## config.mk

```make
export PLATFORM = sky130hd
export DESIGN_NAME = demux_fifo_1a2_flat
export DESIGN_NICKNAME = d
export VERILOG_FILES = /design/src/rtl/demux_fifo_1a2_if.sv /design/src/rtl/demux_fifo_1a2.sv /design/src/flat_wrapper.sv
export SDC_FILE = /design/constraint.sdc
export NUM_CORES = 1
export LEC_CHECK = 0
export ABC_CLOCK_PERIOD_IN_PS = 2840
export BUFFER_PORTS_ARGS = -buffer_cell sky130_fd_sc_hd__buf_2
export CAP_MARGIN = 10
export CORE_AREA = 2 2 80 59
export CTS_BUF_LIST = sky130_fd_sc_hd__clkbuf_4
export DETAILED_ROUTE_END_ITERATION = 8
export DIE_AREA = 0 0 82 61
export PLACE_DENSITY = 0.76
export SLEW_MARGIN = 10
export SYNTH_ARGS = -nofsm -noshare
export SYNTH_HDL_FRONTEND = slang
export SYNTH_SLANG_ARGS = --single-unit
```

## constraint.sdc

```tcl
create_clock -name clk -period 2.84 [get_ports clk]
set_clock_uncertainty 0.05 [all_clocks]
set_input_delay 0 -clock clk [delete_from_list [all_inputs] [get_ports clk]]
set_output_delay 0 -clock clk [all_outputs]
set_load 0.01 [all_outputs]
```

## src/rtl/demux_fifo_1a2_if.sv

```systemverilog
// Handshake bundle for demux_fifo_1a2: one shared write port steered to two FWFT lanes,
// with per-lane pop/head/status, plus the pause and sticky underflow indicators.
interface demux_fifo_1a2_if #(
  parameter int unsigned DATA_WIDTH = 5,
  parameter int unsigned DEPTH      = 4
);
  logic [DATA_WIDTH:0]       data_in;
  logic                      valid_in;
  logic                      ready_out;
  logic                      pop_0;
  logic                      pop_1;
  logic [DATA_WIDTH-1:0]     data_out_0;
  logic [DATA_WIDTH-1:0]     data_out_1;
  logic                      valid_out_0;
  logic                      valid_out_1;
  logic [$clog2(DEPTH):0]    count_0;
  logic [$clog2(DEPTH):0]    count_1;
  logic                      full_0;
  logic                      full_1;
  logic                      empty_0;
  logic                      empty_1;
  logic                      pause;
  logic                      err_underflow;

  modport master (
    output data_in, valid_in, pop_0, pop_1,
    input  ready_out, data_out_0, data_out_1, valid_out_0, valid_out_1,
    input  count_0, count_1, full_0, full_1, empty_0, empty_1, pause, err_underflow
  );

  modport slave (
    input  data_in, valid_in, pop_0, pop_1,
    output ready_out, data_out_0, data_out_1, valid_out_0, valid_out_1,
    output count_0, count_1, full_0, full_1, empty_0, empty_1, pause, err_underflow
  );
endinterface

```

## src/rtl/demux_fifo_1a2.sv

```systemverilog
// Two-lane demultiplexing FIFO: the top data_in bit picks the lane, each lane is a
// first-word-fall-through queue with registered storage, pause hint and sticky underflow flag.
module demux_fifo_1a2 #(
  parameter int unsigned DATA_WIDTH = 5,
  parameter int unsigned DEPTH      = 4,
  parameter int unsigned AF_THRESH  = 3
) (
  input logic             clk,
  input logic             reset,
  demux_fifo_1a2_if.slave bus
);
  localparam int unsigned PW = $clog2(DEPTH);
  localparam int unsigned CW = PW + 1;
  localparam int unsigned NL = 2;

  logic [PW-1:0]         wptr_q  [NL];
  logic [PW-1:0]         wptr_d  [NL];
  logic [PW-1:0]         rptr_q  [NL];
  logic [PW-1:0]         rptr_d  [NL];
  logic [CW-1:0]         count_q [NL];
  logic [CW-1:0]         count_d [NL];
  logic [DATA_WIDTH-1:0] head    [NL];

  logic [NL-1:0]         pop;
  logic [NL-1:0]         full;
  logic [NL-1:0]         empty;
  logic [NL-1:0]         wr_en;
  logic [NL-1:0]         rd_en;
  logic [NL-1:0]         underflow;
  logic                  lane_sel;
  logic                  ready;
  logic [DATA_WIDTH-1:0] payload;
  logic                  pause_q;
  logic                  pause_d;
  logic                  err_q;
  logic                  err_d;

  assign pop      = {bus.pop_1, bus.pop_0};
  assign lane_sel = bus.data_in[DATA_WIDTH];
  assign payload  = bus.data_in[DATA_WIDTH-1:0];

  always_comb begin
    full  = '0;
    empty = '0;
    for (int l = 0; l < NL; l++) begin
      full[l]  = (count_q[l] == CW'(DEPTH));
      empty[l] = (count_q[l] == '0);
    end
  end

  // Backpressure looks only at current occupancy; a same-cycle pop never frees a full lane.
  assign ready = !full[lane_sel];

  always_comb begin
    wr_en     = '0;
    rd_en     = '0;
    underflow = '0;
    for (int l = 0; l < NL; l++) begin
      wr_en[l]     = !reset && bus.valid_in && ready && (int'(lane_sel) == l);
      rd_en[l]     = !reset && pop[l] && !empty[l];
      underflow[l] = pop[l] && empty[l];
      wptr_d[l]    = wptr_q[l] + PW'(wr_en[l]);
      rptr_d[l]    = rptr_q[l] + PW'(rd_en[l]);
      count_d[l]   = count_q[l] + CW'(wr_en[l]) - CW'(rd_en[l]);
    end
    pause_d = (32'(count_d[0]) >= AF_THRESH) || (32'(count_d[1]) >= AF_THRESH);
    err_d   = err_q || (|underflow);
  end

  always_ff @(posedge clk) begin
    if (reset) begin
      for (int l = 0; l < NL; l++) begin
        wptr_q[l]  <= '0;
        rptr_q[l]  <= '0;
        count_q[l] <= '0;
      end
      pause_q <= 1'b0;
      err_q   <= 1'b0;
    end else begin
      for (int l = 0; l < NL; l++) begin
        wptr_q[l]  <= wptr_d[l];
        rptr_q[l]  <= rptr_d[l];
        count_q[l] <= count_d[l];
      end
      pause_q <= pause_d;
      err_q   <= err_d;
    end
  end

  for (genvar g = 0; g < NL; g++) begin : g_lane
    logic [DATA_WIDTH-1:0] mem_q [DEPTH];

    always_ff @(posedge clk) begin
      if (wr_en[g]) begin
        mem_q[wptr_q[g]] <= payload;
      end
    end

    // Storage is never cleared, so the head is masked while the lane is empty.
    assign head[g] = empty[g] ? '0 : mem_q[rptr_q[g]];
  end

  assign bus.ready_out     = ready;
  assign bus.data_out_0    = head[0];
  assign bus.data_out_1    = head[1];
  assign bus.valid_out_0   = !empty[0];
  assign bus.valid_out_1   = !empty[1];
  assign bus.count_0       = count_q[0];
  assign bus.count_1       = count_q[1];
  assign bus.full_0        = full[0];
  assign bus.full_1        = full[1];
  assign bus.empty_0       = empty[0];
  assign bus.empty_1       = empty[1];
  assign bus.pause         = pause_q;
  assign bus.err_underflow = err_q;
endmodule

```

## src/flat_wrapper.sv

```systemverilog
// flat-port wrapper written by rule: the top's interface ports become plain ports
module demux_fifo_1a2_flat 
#(
  parameter int unsigned DATA_WIDTH = 5,
  parameter int unsigned DEPTH      = 4,
  parameter int unsigned AF_THRESH  = 3
)
  (clk, reset, bus_data_in, bus_valid_in, bus_pop_0, bus_pop_1, bus_ready_out, bus_data_out_0, bus_data_out_1, bus_valid_out_0, bus_valid_out_1, bus_count_0, bus_count_1, bus_full_0, bus_full_1, bus_empty_0, bus_empty_1, bus_pause, bus_err_underflow);
  demux_fifo_1a2_if #(.DATA_WIDTH(DATA_WIDTH), .DEPTH(DEPTH)) bus_i ();
  input logic clk;
  input logic reset;
  input wire logic [$bits(bus_i.data_in)-1:0] bus_data_in;
  input wire logic [$bits(bus_i.valid_in)-1:0] bus_valid_in;
  input wire logic [$bits(bus_i.pop_0)-1:0] bus_pop_0;
  input wire logic [$bits(bus_i.pop_1)-1:0] bus_pop_1;
  output wire logic [$bits(bus_i.ready_out)-1:0] bus_ready_out;
  output wire logic [$bits(bus_i.data_out_0)-1:0] bus_data_out_0;
  output wire logic [$bits(bus_i.data_out_1)-1:0] bus_data_out_1;
  output wire logic [$bits(bus_i.valid_out_0)-1:0] bus_valid_out_0;
  output wire logic [$bits(bus_i.valid_out_1)-1:0] bus_valid_out_1;
  output wire logic [$bits(bus_i.count_0)-1:0] bus_count_0;
  output wire logic [$bits(bus_i.count_1)-1:0] bus_count_1;
  output wire logic [$bits(bus_i.full_0)-1:0] bus_full_0;
  output wire logic [$bits(bus_i.full_1)-1:0] bus_full_1;
  output wire logic [$bits(bus_i.empty_0)-1:0] bus_empty_0;
  output wire logic [$bits(bus_i.empty_1)-1:0] bus_empty_1;
  output wire logic [$bits(bus_i.pause)-1:0] bus_pause;
  output wire logic [$bits(bus_i.err_underflow)-1:0] bus_err_underflow;
  assign bus_i.data_in = bus_data_in;
  assign bus_i.valid_in = bus_valid_in;
  assign bus_i.pop_0 = bus_pop_0;
  assign bus_i.pop_1 = bus_pop_1;
  assign bus_ready_out = bus_i.ready_out;
  assign bus_data_out_0 = bus_i.data_out_0;
  assign bus_data_out_1 = bus_i.data_out_1;
  assign bus_valid_out_0 = bus_i.valid_out_0;
  assign bus_valid_out_1 = bus_i.valid_out_1;
  assign bus_count_0 = bus_i.count_0;
  assign bus_count_1 = bus_i.count_1;
  assign bus_full_0 = bus_i.full_0;
  assign bus_full_1 = bus_i.full_1;
  assign bus_empty_0 = bus_i.empty_0;
  assign bus_empty_1 = bus_i.empty_1;
  assign bus_pause = bus_i.pause;
  assign bus_err_underflow = bus_i.err_underflow;
  demux_fifo_1a2 #(.DATA_WIDTH(DATA_WIDTH), .DEPTH(DEPTH), .AF_THRESH(AF_THRESH)) u_core (.clk(clk), .reset(reset), .bus(bus_i));
endmodule
```

==> results of run 1 <==
[final timing paths]
kind | cells past startpoint | slack (ns) | endpoint
hold / removal | 3 | 0.1 | u_core.g_lane[0].mem_q[1][2]
setup / recovery | 10 | 0.27 | u_core.bus.pause
hold reg to reg | 2 | 0.53 | u_core.wptr_q[0][1]
setup reg to reg | 10 | 0.27 | u_core.bus.pause
[critical path: stages, from the launching register on]
cell	delay, ns
sky130_fd_sc_hd__dfxtp_1	0.51
sky130_fd_sc_hd__nor3_2	0.09
sky130_fd_sc_hd__nor3b_1	0.31
sky130_fd_sc_hd__ha_1	0.29
sky130_fd_sc_hd__inv_1	0.06
sky130_fd_sc_hd__ha_1	0.13
sky130_fd_sc_hd__inv_1	0.05
sky130_fd_sc_hd__fa_1	0.38
sky130_fd_sc_hd__xnor3_2	0.27
sky130_fd_sc_hd__a21oi_1	0.07
sky130_fd_sc_hd__a221o_1	0.26
[where the power goes]
group	switching (W)	total (W)	internal [W]
Sequential	0.0000703	0.00100	0.000934
Combinational	0.000327	0.000664	0.000337
Clock	0.000239	0.000434	0.000194
Total	0.000637	0.00210	0.00147
[metrics by stage]
step | util (%) | hold WS [ns] | instance area [µm²]
after floorplan | - | 0.0427 | 2350
after global placement | 61.8 | 0.219 | 2600
after detailed placement | 61.8 | 0.229 | 2600
after CTS | 65.9 | 0.0753 | 2770
after global routing | 65.9 | 0.0836 | 2770
final | 65.9 | 0.0954 | 2770
[Yosys cell counts]
| cell type | count |
|---|---|
| sky130_fd_sc_hd__or3_4 | 1 |
| sky130_fd_sc_hd__and3_1 | 2 |
| sky130_fd_sc_hd__nor2b_1 | 17 |
| sky130_fd_sc_hd__clkbuf_1 | 2 |
| sky130_fd_sc_hd__a221o_1 | 1 |
| sky130_fd_sc_hd__ha_1 | 8 |
| sky130_fd_sc_hd__buf_2 | 3 |
| sky130_fd_sc_hd__xnor2_1 | 4 |
| sky130_fd_sc_hd__edfxtp_1 | 40 |
| sky130_fd_sc_hd__inv_1 | 9 |
| sky130_fd_sc_hd__fa_1 | 2 |
| sky130_fd_sc_hd__buf_1 | 1 |
| sky130_fd_sc_hd__or2b_1 | 1 |
| sky130_fd_sc_hd__mux2i_1 | 1 |
| sky130_fd_sc_hd__nor2_1 | 9 |
| sky130_fd_sc_hd__inv_2 | 2 |
| sky130_fd_sc_hd__or3b_1 | 1 |
| sky130_fd_sc_hd__a221oi_1 | 1 |
| sky130_fd_sc_hd__nor3_1 | 2 |
| sky130_fd_sc_hd__xnor3_1 | 1 |
| sky130_fd_sc_hd__nor3b_2 | 2 |
| sky130_fd_sc_hd__nor3_2 | 2 |
| sky130_fd_sc_hd__xnor3_2 | 1 |
| sky130_fd_sc_hd__mux4_2 | 10 |
| sky130_fd_sc_hd__dfxtp_1 | 16 |
| sky130_fd_sc_hd__nand3_2 | 1 |
| sky130_fd_sc_hd__nor3b_1 | 5 |
| sky130_fd_sc_hd__a21oi_1 | 1 |
[state kept, by name, summed over array words and instances, names as in the netlist]
name                      cells
u_core.g_lane.mem_q          40
u_core.rptr_q                 4
u_core.bus.pause              1
u_core.wptr_q                 4
u_core.bus.err_underflow      1
u_core.count_q                6
[cell families (layout without fill, tap and decap cells)]
kind of cell    after synthesis  after routing  share of synthesized area [%]
flops                        56             56                           64.7
simple gates                 43             43                           12.0
buf+inv                      17             67                           2.87
mux                          11             11                           10.0
fa+ha+maj                    10             10                           5.96
xor+xnor                      6              6                           3.46
compound gates                3              3                           1.01
[cells in the final DEF, fill, tap and decap left out, types with 4 or more instances in the layout]
master | netlist | routed
sky130_fd_sc_hd__buf_4 | 0 | 4
sky130_fd_sc_hd__mux4_2 | 10 | 10
sky130_fd_sc_hd__nor3b_1 | 5 | 5
sky130_fd_sc_hd__buf_2 | 3 | 35
sky130_fd_sc_hd__clkbuf_4 | 0 | 6
sky130_fd_sc_hd__nor2_1 | 9 | 9
sky130_fd_sc_hd__dfxtp_1 | 16 | 16
sky130_fd_sc_hd__ha_1 | 8 | 8
sky130_fd_sc_hd__dlygate4sd3_1 | 0 | 9
sky130_fd_sc_hd__inv_1 | 9 | 9
sky130_fd_sc_hd__xnor2_1 | 4 | 4
sky130_fd_sc_hd__nor2b_1 | 17 | 17
sky130_fd_sc_hd__edfxtp_1 | 40 | 40
[metal layers]
layer  part of all wire, %  global-route usage (%)  vias to the layer above  wire length [µm]
li1                      -                       -                      629                 -
met5                     0                       0                        -                 0
met2                    47                    29.5                       35              1940
met3                   5.3                    5.06                       10               218
met4                   1.9                    8.57                        0                77
met1                    46                    25.3                      639              1890
[area by class of cell]
type | count | share of cell area [%]
clock buffer | 6 | 1.63
clock inverter | 2 | 1.26
timing repair buffer | 48 | 10.7
multi-input combinational | 73 | 27.6
tap | 55 | 2.48
sequential | 56 | 54.9
inverter | 11 | 1.49
==> impl_results.md, run 1 <==
* Antenna cells at 0
* Half-perimeter wire length of the detailed placement result at 2970 µm
* Yosys Warn Count at 0
* Launch instance of the worst register-to-register path: u_core.count_q[0][1]
* Number of endpoints with negative hold slack in the final report at 0
* Area taken by multi-input logic gates at 763 µm²
* Detailed-router iteration count before antenna repair at 4
* Number of antenna violations at the first check in global routing at 0
* Max transition margin at 43.0%
* Area overhead of the layout relative to synthesis at 17.8%
* Total die area at 5000 µm²
* Cell count after synthesis at 146
* Cell at the root of the clock tree: sky130_fd_sc_hd__clkbuf_4
* Syn Std Cell Area at 2350 µm²
* I/O pins at 36
* Area share of the largest cell type after synthesis at 51.1%
* Final-report setup violation count at 0
* Proportion of layout cells with a drive suffix above 1 at 33.7%
* Static leakage at 1.09 nW
* Synth top area cells: sky130_fd_sc_hd__edfxtp_1, sky130_fd_sc_hd__dfxtp_1, sky130_fd_sc_hd__mux4_2, sky130_fd_sc_hd__nor2b_1, sky130_fd_sc_hd__ha_1
* Number of global-route vias before repair at 1292
* Worst slack after detailed placement at 0.304 ns
* Die X at 82 µm
* CTS tree: built
* Number of nets at the end of the flow at 216
* Number of DRC violations after detailed-routing iteration 0 at 61
* Actual slew at the worst max-slew pin at 0.849 ns
* Placed Cells at 234
* Filler-free cell count of the finished design at 251
* Post-route minimum period at 2.57 ns
* Maximum fanout along the worst path at 5
* Nets in the synthesized netlist at 167
* Synthesis-stage register bit count at 56
* Deepest level of the CTS H-tree at 2
* Final setup margin at 0.274 ns
* Post-route fraction of the period consumed by the critical path at 90.3%
* Peak ir drop on the vdd network at 0.416 mV
* Type of the worst setup path: flop to flop
* Vias/cell at 5.23
* Class of the worst hold path: primary input to flop
* GRT Resource Usage Total at 18.9%
* Num rows at 20
* Total Wirelength at 4120 µm
* Core area at 4200 µm²
* Setup_tns at 0 ns
* Number of buffers inserted for hold repair after clock tree synthesis at 9
* Hold_sp: bus_data_in[5]
* Setup repair after global routing missed its margin: no
* Nature of the critical path startpoint: flop
* Number of different library cells in the post-synthesis netlist at 28
* Clock latency at the later pin of the worst-skew pair at 0.38 ns
* Library cell with the largest summed area after synthesis: sky130_fd_sc_hd__edfxtp_1
* Wire length per cell after detailed routing at 16.4 µm
* Fill count at 305
* Power per Cell Area at 759 nW/µm²
* Pin count of the biggest net entering global routing at 21
* Crit end category: flop
* Max-slew violation total from the final report at 0
* Clock transition at the register clock pins on the worst setup and hold paths after CTS at 0.16 ns
* IO Port Bufs at 35
* Clock tree buffer depth at 2
* Mean cell area of the mapped netlist at 16.1 µm²
* Count of vias placed by the detailed router at 1313
* RePlAce Congestion at 0.829
* Clock buffer count from CTS at 5
* DRC Markers at 0
* Final total power at 0.00210 W
* Die height at 61 µm
* Effective utilization at floorplan at 56.0%
* Total number of clock tree sinks at 56
* Sequential element share of the synthesized area at 64.7%
* Worst EP arrival at 2.80 ns
* Max frequency at 0.390 GHz
* Reported max-cap violation count at 0
* Crit path required time at 3.08 ns
* Critical path launch point: u_core.count_q[0][1]
* Number of antenna-violating nets in the routed design at 0
* Remaining Overflow, GRT at 0
* Resized cells post-CTS at 0
* Storage element area at 1520 µm²
* First-pass GRT wire length at 6420 µm
* Post CTS Setup Buffer Count at 0
* Result of the run: finished clean
Note: power is estimated with default switching activity, not from simulation.
==> run 2: changes to the inputs <==
CORE_AREA = 2 2 71 66   (was 2 2 80 59)
DIE_AREA = 0 0 73 68   (was 0 0 82 61)
REMOVE_ABC_BUFFERS = 1   (was not set)
==> run 2 against run 1 <==
- largest power group unchanged
- core utilization decreased by 1.6 points
- clock power decreased by 5.8%
- highest routed layer unchanged
- register-to-register slack improved by 0.05 ns
- largest cell class unchanged
- combinational power decreased by 2%
- final cell count decreased by 2.0%
- via count decreased by 0.91%
- global-route usage decreased by 1.5 points
- non-clock buffer count unchanged
- critical path depth unchanged
- clock-buffer cell count decreased by 1
- wire length decreased by 5.7%
- power decreased by 1.8%
==> impl_results.md, run 2 (synthesis results as in run 1) <==
* Post CTS Setup Buffer Count at 0 (unchanged)
* Clock transition at the register clock pins on the worst setup and hold paths after CTS at 0.15 ns (was 0.16 ns)
* Type of the worst setup path: flop to flop (unchanged)
* Effective utilization at floorplan at 54.9% (was 56.0%)
* Proportion of layout cells with a drive suffix above 1 at 32.7% (was 33.7%)
* Maximum fanout along the worst path at 5 (unchanged)
* Number of global-route vias before repair at 1223 (was 1292)
* Crit end category: flop (unchanged)
* Post-route minimum period at 2.51 ns (was 2.57 ns)
* Commonest non-fill, non-tap cell in the layout: sky130_fd_sc_hd__edfxtp_1 (unchanged)
* Cell at the root of the clock tree: sky130_fd_sc_hd__clkbuf_4 (unchanged)
* Core area at 4290 µm² (was 4200 µm²)
* Core Util, Final at 64.3% (was 65.9%)
* Num rows at 23 (was 20)
* Count of vias placed by the detailed router at 1301 (was 1313)
* GRT Resource Usage Total at 17.4% (was 18.9%)
* Cell depth of the worst flop-to-flop path at 10 (unchanged)
* Number of antenna-violating nets in the routed design at 0 (unchanged)
* Storage element area at 1520 µm² (unchanged)
* Total die area at 4960 µm² (was 5000 µm²)
* Die height at 68 µm (was 61 µm)
* Buf/Inv on CP at 2 (unchanged)
* Post-route fraction of the period consumed by the critical path at 88.5% (was 90.3%)
* Crit path required time at 3.06 ns (was 3.08 ns)
* Reported max-cap violation count at 0 (unchanged)
* Clock tree buffer depth at 2 (unchanged)
* Max frequency at 0.398 GHz (was 0.390 GHz)
* Antenna cells at 0 (unchanged)
* Fill count at 318 (was 305)
* Pin count of the biggest net entering global routing at 21 (unchanged)
* Final total power at 0.00206 W (was 0.00210 W)
* Detailed-router iteration count before antenna repair at 4 (unchanged)
* Static leakage at 1.09 nW (about the same)
* Number of antenna violations at the first check in global routing at 0 (unchanged)
* Launch instance of the worst register-to-register path: u_core.count_q[0][4] (was u_core.count_q[0][1])
* I/O pins at 36 (unchanged)
* Max transition margin at 43.0% (about the same)
* DRC Markers at 0 (unchanged)
* Worst EP arrival at 2.73 ns (was 2.80 ns)
* Class of the worst hold path: primary input to flop (unchanged)
* Resized cells post-CTS at 0 (unchanged)
* Power per Cell Area at 748 nW/µm² (was 759 nW/µm²)
* Deepest level of the CTS H-tree at 2 (unchanged)
* Leading cell types in the layout, fill and taps excluded: sky130_fd_sc_hd__edfxtp_1, sky130_fd_sc_hd__buf_2, sky130_fd_sc_hd__nor2b_1 (unchanged)
* Total Wirelength at 3890 µm (was 4120 µm)
* Area taken by multi-input logic gates at 763 µm² (unchanged)
* Area overhead of the layout relative to synthesis at 17.3% (was 17.8%)
* Setup repair after global routing missed its margin: no (unchanged)
* Die X at 73 µm (was 82 µm)
* Final-report setup violation count at 0 (unchanged)
* Setup slack, reg-to-reg at 0.33 ns (was 0.27 ns)
* Timing endpoint of the critical path: u_core.bus.pause (unchanged)
* Peak ir drop on the vdd network at 0.431 mV (was 0.416 mV)
* Endpoint of the lowest-slack register-to-register path: u_core.bus.pause (unchanged)
* Vias/cell at 5.29 (was 5.23)
* Final setup margin at 0.328 ns (was 0.274 ns)
* IO Port Bufs at 35 (unchanged)
* Critical path launch point: u_core.count_q[0][4] (was u_core.count_q[0][1])
* Clock latency at the later pin of the worst-skew pair at 0.36 ns (was 0.38 ns)
* Actual slew at the worst max-slew pin at 0.854 ns (was 0.849 ns)
* Result of the run: finished clean (unchanged)
* CTS tree: built (unchanged)
* Number of endpoints with negative hold slack in the final report at 0 (unchanged)
* Worst slack after detailed placement at 0.376 ns (was 0.304 ns)
* Delay of the slowest critical-path stage at 0.49 ns (was 0.51 ns)
* Cell with the biggest individual delay on the critical path: sky130_fd_sc_hd__dfxtp_1 (unchanged)
* Remaining Overflow, GRT at 0 (unchanged)
* Cells along the critical path: nor3_2 -> nor3b_1 -> ha_1 -> inv_1 -> ha_1 -> inv_1 -> fa_1 -> xnor3_1 -> a21oi_1 -> a221o_1 (was nor3_2 -> nor3b_1 -> ha_1 -> inv_1 -> ha_1 -> inv_1 -> fa_1 -> xnor3_2 -> a21oi_1 -> a221o_1)
* Half-perimeter wire length of the detailed placement result at 2750 µm (was 2970 µm)
* Total number of clock tree sinks at 56 (unchanged)
* Hold_ws at 0.111 ns (was 0.0954 ns)
* Cell depth of the worst setup path at 10 (unchanged)
* First-pass GRT wire length at 6150 µm (was 6420 µm)
* Setup_tns at 0 ns (unchanged)
* Number of nets at the end of the flow at 216 (unchanged)
* Gate family responsible for the most delay along the worst path: adder cells (unchanged)
* Wire length per cell after detailed routing at 15.8 µm (was 16.4 µm)
* Clock buffer count from CTS at 5 (unchanged)
* Max-slew violation total from the final report at 0 (unchanged)
* RePlAce Congestion at 0.764 (was 0.829)
* Number of DRC violations after detailed-routing iteration 0 at 61 (unchanged)
* Nature of the critical path startpoint: flop (unchanged)
* Largest register FFs at 40 (unchanged)
[run 2: cell types whose count changed in the layout (fill, tap and decap cells not counted), sizes merged]
cell | before | now
clkbuf | 6 | 5
clkinv | 1 | 2
[run 2: worst min-delay path by stage]
stage                    from                            to  cells past startpoint
2_1_floorplan           reset          u_core.count_q[0][0]                      1
3_3_place_gp        bus_pop_0      u_core.bus.err_underflow                      3
3_5_place_dp        bus_pop_1      u_core.bus.err_underflow                      3
4_1_cts        bus_data_in[5]  u_core.g_lane[0].mem_q[1][1]                      3
5_1_grt        bus_data_in[5]  u_core.g_lane[0].mem_q[1][1]                      3
6_report       bus_data_in[5]  u_core.g_lane[0].mem_q[1][2]                      3
[run 2: power by group]
part	internal [W]	leakage [nW]	switching (W)	total (W)
clock network	0.000180	0.0403	0.000229	0.000409
logic	0.000337	0.554	0.000312	0.000650
registers	0.000934	0.492	0.0000711	0.00101
total	0.00145	1.09	0.000612	0.00206
[run 2: timing repair]
action,in CTS,in global routing
endpoints found under the setup margin,0,0
hold buffers,9,0
endpoints found under the hold margin,53,0
[run 2: through the flow]
stage               cell area, µm²  std cells
floorplan                     2330        140
global placement              2590        229
detailed placement            2590        229
CTS                           2760        246
global route                  2760        246
finish                        2760        246
[run 2: worst min-delay path, stage by stage]
cell and delay [ns]:
sky130_fd_sc_hd__buf_2 0.12, sky130_fd_sc_hd__or3_4 0.15, sky130_fd_sc_hd__nor3b_2 0.09
[run 2: layer usage]
layer | share of wire (%) | routed length, µm | vias to the layer above | GRT usage (%)
li1 | - | - | 629 | -
met1 | 45 | 1750 | 634 | 22.7
met2 | 49 | 1910 | 34 | 28.2
met3 | 5.1 | 198 | 4 | 4.86
met4 | 0.87 | 34 | 0 | 6.25
met5 | 0 | 0 | - | 0
[run 2: final cells by class]
| class | count | area share (%) |
|---|---|---|
| Sequential cell | 56 | 55.1 |
| Multi-Input combinational cell | 73 | 27.7 |
| Timing Repair Buffer | 48 | 10.7 |
| Tap cell | 50 | 2.27 |
| Inverter | 11 | 1.50 |
| Clock buffer | 5 | 1.36 |
| Clock inverter | 3 | 1.36 |
==> run 3: changes to the inputs <==
ABC_CLOCK_PERIOD_IN_PS = 2200   (was 2840)
CORE_AREA = 2 2 74 69   (was 2 2 71 66)
DIE_AREA = 0 0 76 71   (was 0 0 73 68)
PLACE_DENSITY = 0.73   (was 0.76)
clock period = 2.2 ns   (was 2.84 ns; I/O delays follow)
==> run 3 against run 2 <==
- the run now ends with negative setup slack left
- clock power is 6.6% higher
- core utilization is 0.12 points lower
- via count rose by 7.9%
- setup slack worse by 0.39 ns
- first-iteration DRC count up 66%
- clock-buffer cell count stayed put
- critical path depth unchanged
- die area rose by 8.7%
- non-clock buffer count grew 24
- sequential power rose by 29%
- critical path type unchanged
- largest cell class unchanged
==> impl_results.md, run 3 (synthesis results as in run 1) <==
* Result of the run: finished, violations left (was finished clean)
* Failing checks: negative setup slack
* Crit end category: flop (unchanged)
* Vias/cell at 4.93 (was 5.29)
* CTS tree: built (unchanged)
* Nature of the critical path startpoint: flop (unchanged)
* Clock tree buffer depth at 2 (unchanged)
* Storage element area at 1530 µm² (was 1520 µm²)
* Area overhead of the layout relative to synthesis at 27.1% (was 17.3%)
* GRT Resource Usage Total at 17.6% (was 17.4%)
* Max frequency at 0.443 GHz (was 0.398 GHz)
* Core area at 4650 µm² (was 4290 µm²)
* Leading cell types in the layout, fill and taps excluded: sky130_fd_sc_hd__edfxtp_1, sky130_fd_sc_hd__buf_2, sky130_fd_sc_hd__buf_4 (was sky130_fd_sc_hd__edfxtp_1, sky130_fd_sc_hd__buf_2, sky130_fd_sc_hd__nor2b_1)
* Delay of the slowest critical-path stage at 0.39 ns (was 0.49 ns)
* Num rows at 24 (was 23)
* Crit path required time at 2.44 ns (was 3.06 ns)
* Fill count at 350 (was 318)
* Final Cell Area at 2990 µm² (was 2760 µm²)
* Number of endpoints with negative hold slack in the final report at 0 (unchanged)
* Cell with the biggest individual delay on the critical path: sky130_fd_sc_hd__dfxtp_4 (was sky130_fd_sc_hd__dfxtp_1)
* Commonest non-fill, non-tap cell in the layout: sky130_fd_sc_hd__edfxtp_1 (unchanged)
* I/O pins at 36 (unchanged)
* Static leakage at 1.21 nW (was 1.09 nW)
* Setup_tns at -0.0580 ns (was 0 ns)
* Class of the worst hold path: primary input to flop (unchanged)
* Die X at 76 µm (was 73 µm)
* Total die area at 5400 µm² (was 4960 µm²)
* Clock transition at the register clock pins on the worst setup and hold paths after CTS at 0.16 ns (was 0.15 ns)
* Wire length per cell after detailed routing at 15.3 µm (was 15.8 µm)
* Number of DRC violations after detailed-routing iteration 0 at 101 (was 61)
* Peak ir drop on the vdd network at 0.646 mV (was 0.431 mV)
* Number of global-route vias before repair at 1486 (was 1223)
* Total number of clock tree sinks at 56 (unchanged)
* Worst slack after detailed placement at -0.234 ns (was 0.376 ns)
* Cells along the critical path: nor3_4 -> nor3b_2 -> ha_1 -> inv_1 -> ha_1 -> inv_1 -> fa_2 -> xnor3_2 -> a21oi_2 -> a221o_1 (was nor3_2 -> nor3b_1 -> ha_1 -> inv_1 -> ha_1 -> inv_1 -> fa_1 -> xnor3_1 -> a21oi_1 -> a221o_1)
* Count of vias placed by the detailed router at 1404 (was 1301)
* Final setup margin at -0.0580 ns (was 0.328 ns)
* Actual slew at the worst max-slew pin at 0.835 ns (was 0.854 ns)
* Max transition margin at 44.2% (was 43.0%)
* Number of antenna violations at the first check in global routing at 0 (unchanged)
* Largest register FFs at 40 (unchanged)
* Antenna cells at 0 (unchanged)
* Final-report setup violation count at 1 (was 0)
* Effective utilization at floorplan at 50.5% (was 54.9%)
* Clock buffer count from CTS at 5 (unchanged)
* Half-perimeter wire length of the detailed placement result at 3140 µm (was 2750 µm)
* Clock latency at the later pin of the worst-skew pair at 0.38 ns (was 0.36 ns)
* Worst EP arrival at 2.50 ns (was 2.73 ns)
* DRC Markers at 0 (unchanged)
* Total Wirelength at 4370 µm (was 3890 µm)
* Post-route minimum period at 2.26 ns (was 2.51 ns)
* Maximum fanout along the worst path at 3 (was 5)
* Power per Cell Area at 949 nW/µm² (was 748 nW/µm²)
* Buf/Inv on CP at 2 (unchanged)
* Detailed-router iteration count before antenna repair at 4 (unchanged)
* First-pass GRT wire length at 7080 µm (was 6150 µm)
* Remaining Overflow, GRT at 0 (unchanged)
* Proportion of layout cells with a drive suffix above 1 at 44.5% (was 32.7%)
* Area of placed instances at 2730 µm² (was 2590 µm²)
* Post-route fraction of the period consumed by the critical path at 103% (was 88.5%)
* Area taken by multi-input logic gates at 797 µm² (was 763 µm²)
* Setup repair after global routing missed its margin: yes (was no)
* Final total power at 0.00284 W (was 0.00206 W)
* Gate family responsible for the most delay along the worst path: adder cells (unchanged)
* IO Port Bufs at 35 (unchanged)
* Number of antenna-violating nets in the routed design at 0 (unchanged)
* Type of the worst setup path: flop to flop (unchanged)
* RePlAce Congestion at 0.740 (was 0.764)
* Number of nets at the end of the flow at 240 (was 216)
* Die height at 71 µm (was 68 µm)
* Reported max-cap violation count at 0 (unchanged)
* Pin count of the biggest net entering global routing at 18 (was 21)
* Cell at the root of the clock tree: sky130_fd_sc_hd__clkbuf_4 (unchanged)
* Deepest level of the CTS H-tree at 2 (unchanged)
* Max-slew violation total from the final report at 0 (unchanged)
## run 3: changes by cell type in the layout (fill, tap and decap cells not counted), sizes merged
cell         before  now
dlygate4sd3       9   12
inv              11   12
buf              39   60
bufinv            1    0
## run 3: timing repair
action                                 CTS  global route
resized for setup                       12             3
setup endpoints to repair                1             2
pin swaps                                4             4
hold buffers                             9             3
setup buffers                            4             2
endpoints found under the hold margin   45             3
## run 3: per-layer routing
layer / routed length (µm) / global-route usage [%] / part of all wire (%) / up-vias
met3: 247 / 4.08 / 5.7 / 8
met2: 2160 / 30.8 / 49 / 48
met1: 1880 / 21.6 / 43 / 670
met4: 78 / 6.46 / 1.8 / 0
li1: - / - / - / 678
met5: 0 / 0 / 0 / -
## run 3: path summary, 6_finish.rpt
kind	to	startpoint	slack, ns	cells after the start
setup / recovery	u_core.bus.pause	u_core.count_q[0][1]	-0.06	10
hold / removal	u_core.count_q[0][2]	reset	0.02	3
setup reg to reg	u_core.bus.pause	u_core.count_q[0][1]	-0.06	10
hold reg to reg	u_core.wptr_q[0][1]	u_core.wptr_q[0][1]	0.54	2
## run 3: power breakdown
group | internal, W | switching [W] | total (W)
clock network | 0.000124 | 0.000312 | 0.000436
logic | 0.000602 | 0.000501 | 0.00110
registers | 0.00122 | 0.0000835 | 0.00130
## run 3: worst register-to-register path: stages (launching register included)
cell and delay [ns]:
sky130_fd_sc_hd__dfxtp_4 0.39, sky130_fd_sc_hd__nor3_4 0.21, sky130_fd_sc_hd__nor3b_2 0.08, sky130_fd_sc_hd__ha_1 0.28, sky130_fd_sc_hd__inv_1 0.07, sky130_fd_sc_hd__ha_1 0.15
sky130_fd_sc_hd__inv_1 0.05, sky130_fd_sc_hd__fa_2 0.32, sky130_fd_sc_hd__xnor3_2 0.26, sky130_fd_sc_hd__a21oi_2 0.06, sky130_fd_sc_hd__a221o_1 0.26
## run 3: cell type report
cell class | count | share of cell area (%)
Sequential cell | 56 | 51.2
Multi-Input combinational cell | 73 | 26.7
Timing Repair Buffer | 72 | 16.2
Tap cell | 65 | 2.72
Inverter | 11 | 1.38
Clock buffer | 5 | 1.26
Clock inverter | 3 | 0.586
## run 3: stage by stage
| stage | utilization, % | hold slack [ns] | std cells |
|---|---|---|---|
| floorplan | - | 0.0216 | 140 |
| global placement | 58.5 | 0.212 | 259 |
| detailed placement | 58.5 | 0.222 | 259 |
| CTS | 63.1 | -0.120 | 280 |
| global route | 64.2 | 0.0296 | 285 |
| finish | 64.2 | 0.0186 | 285 |
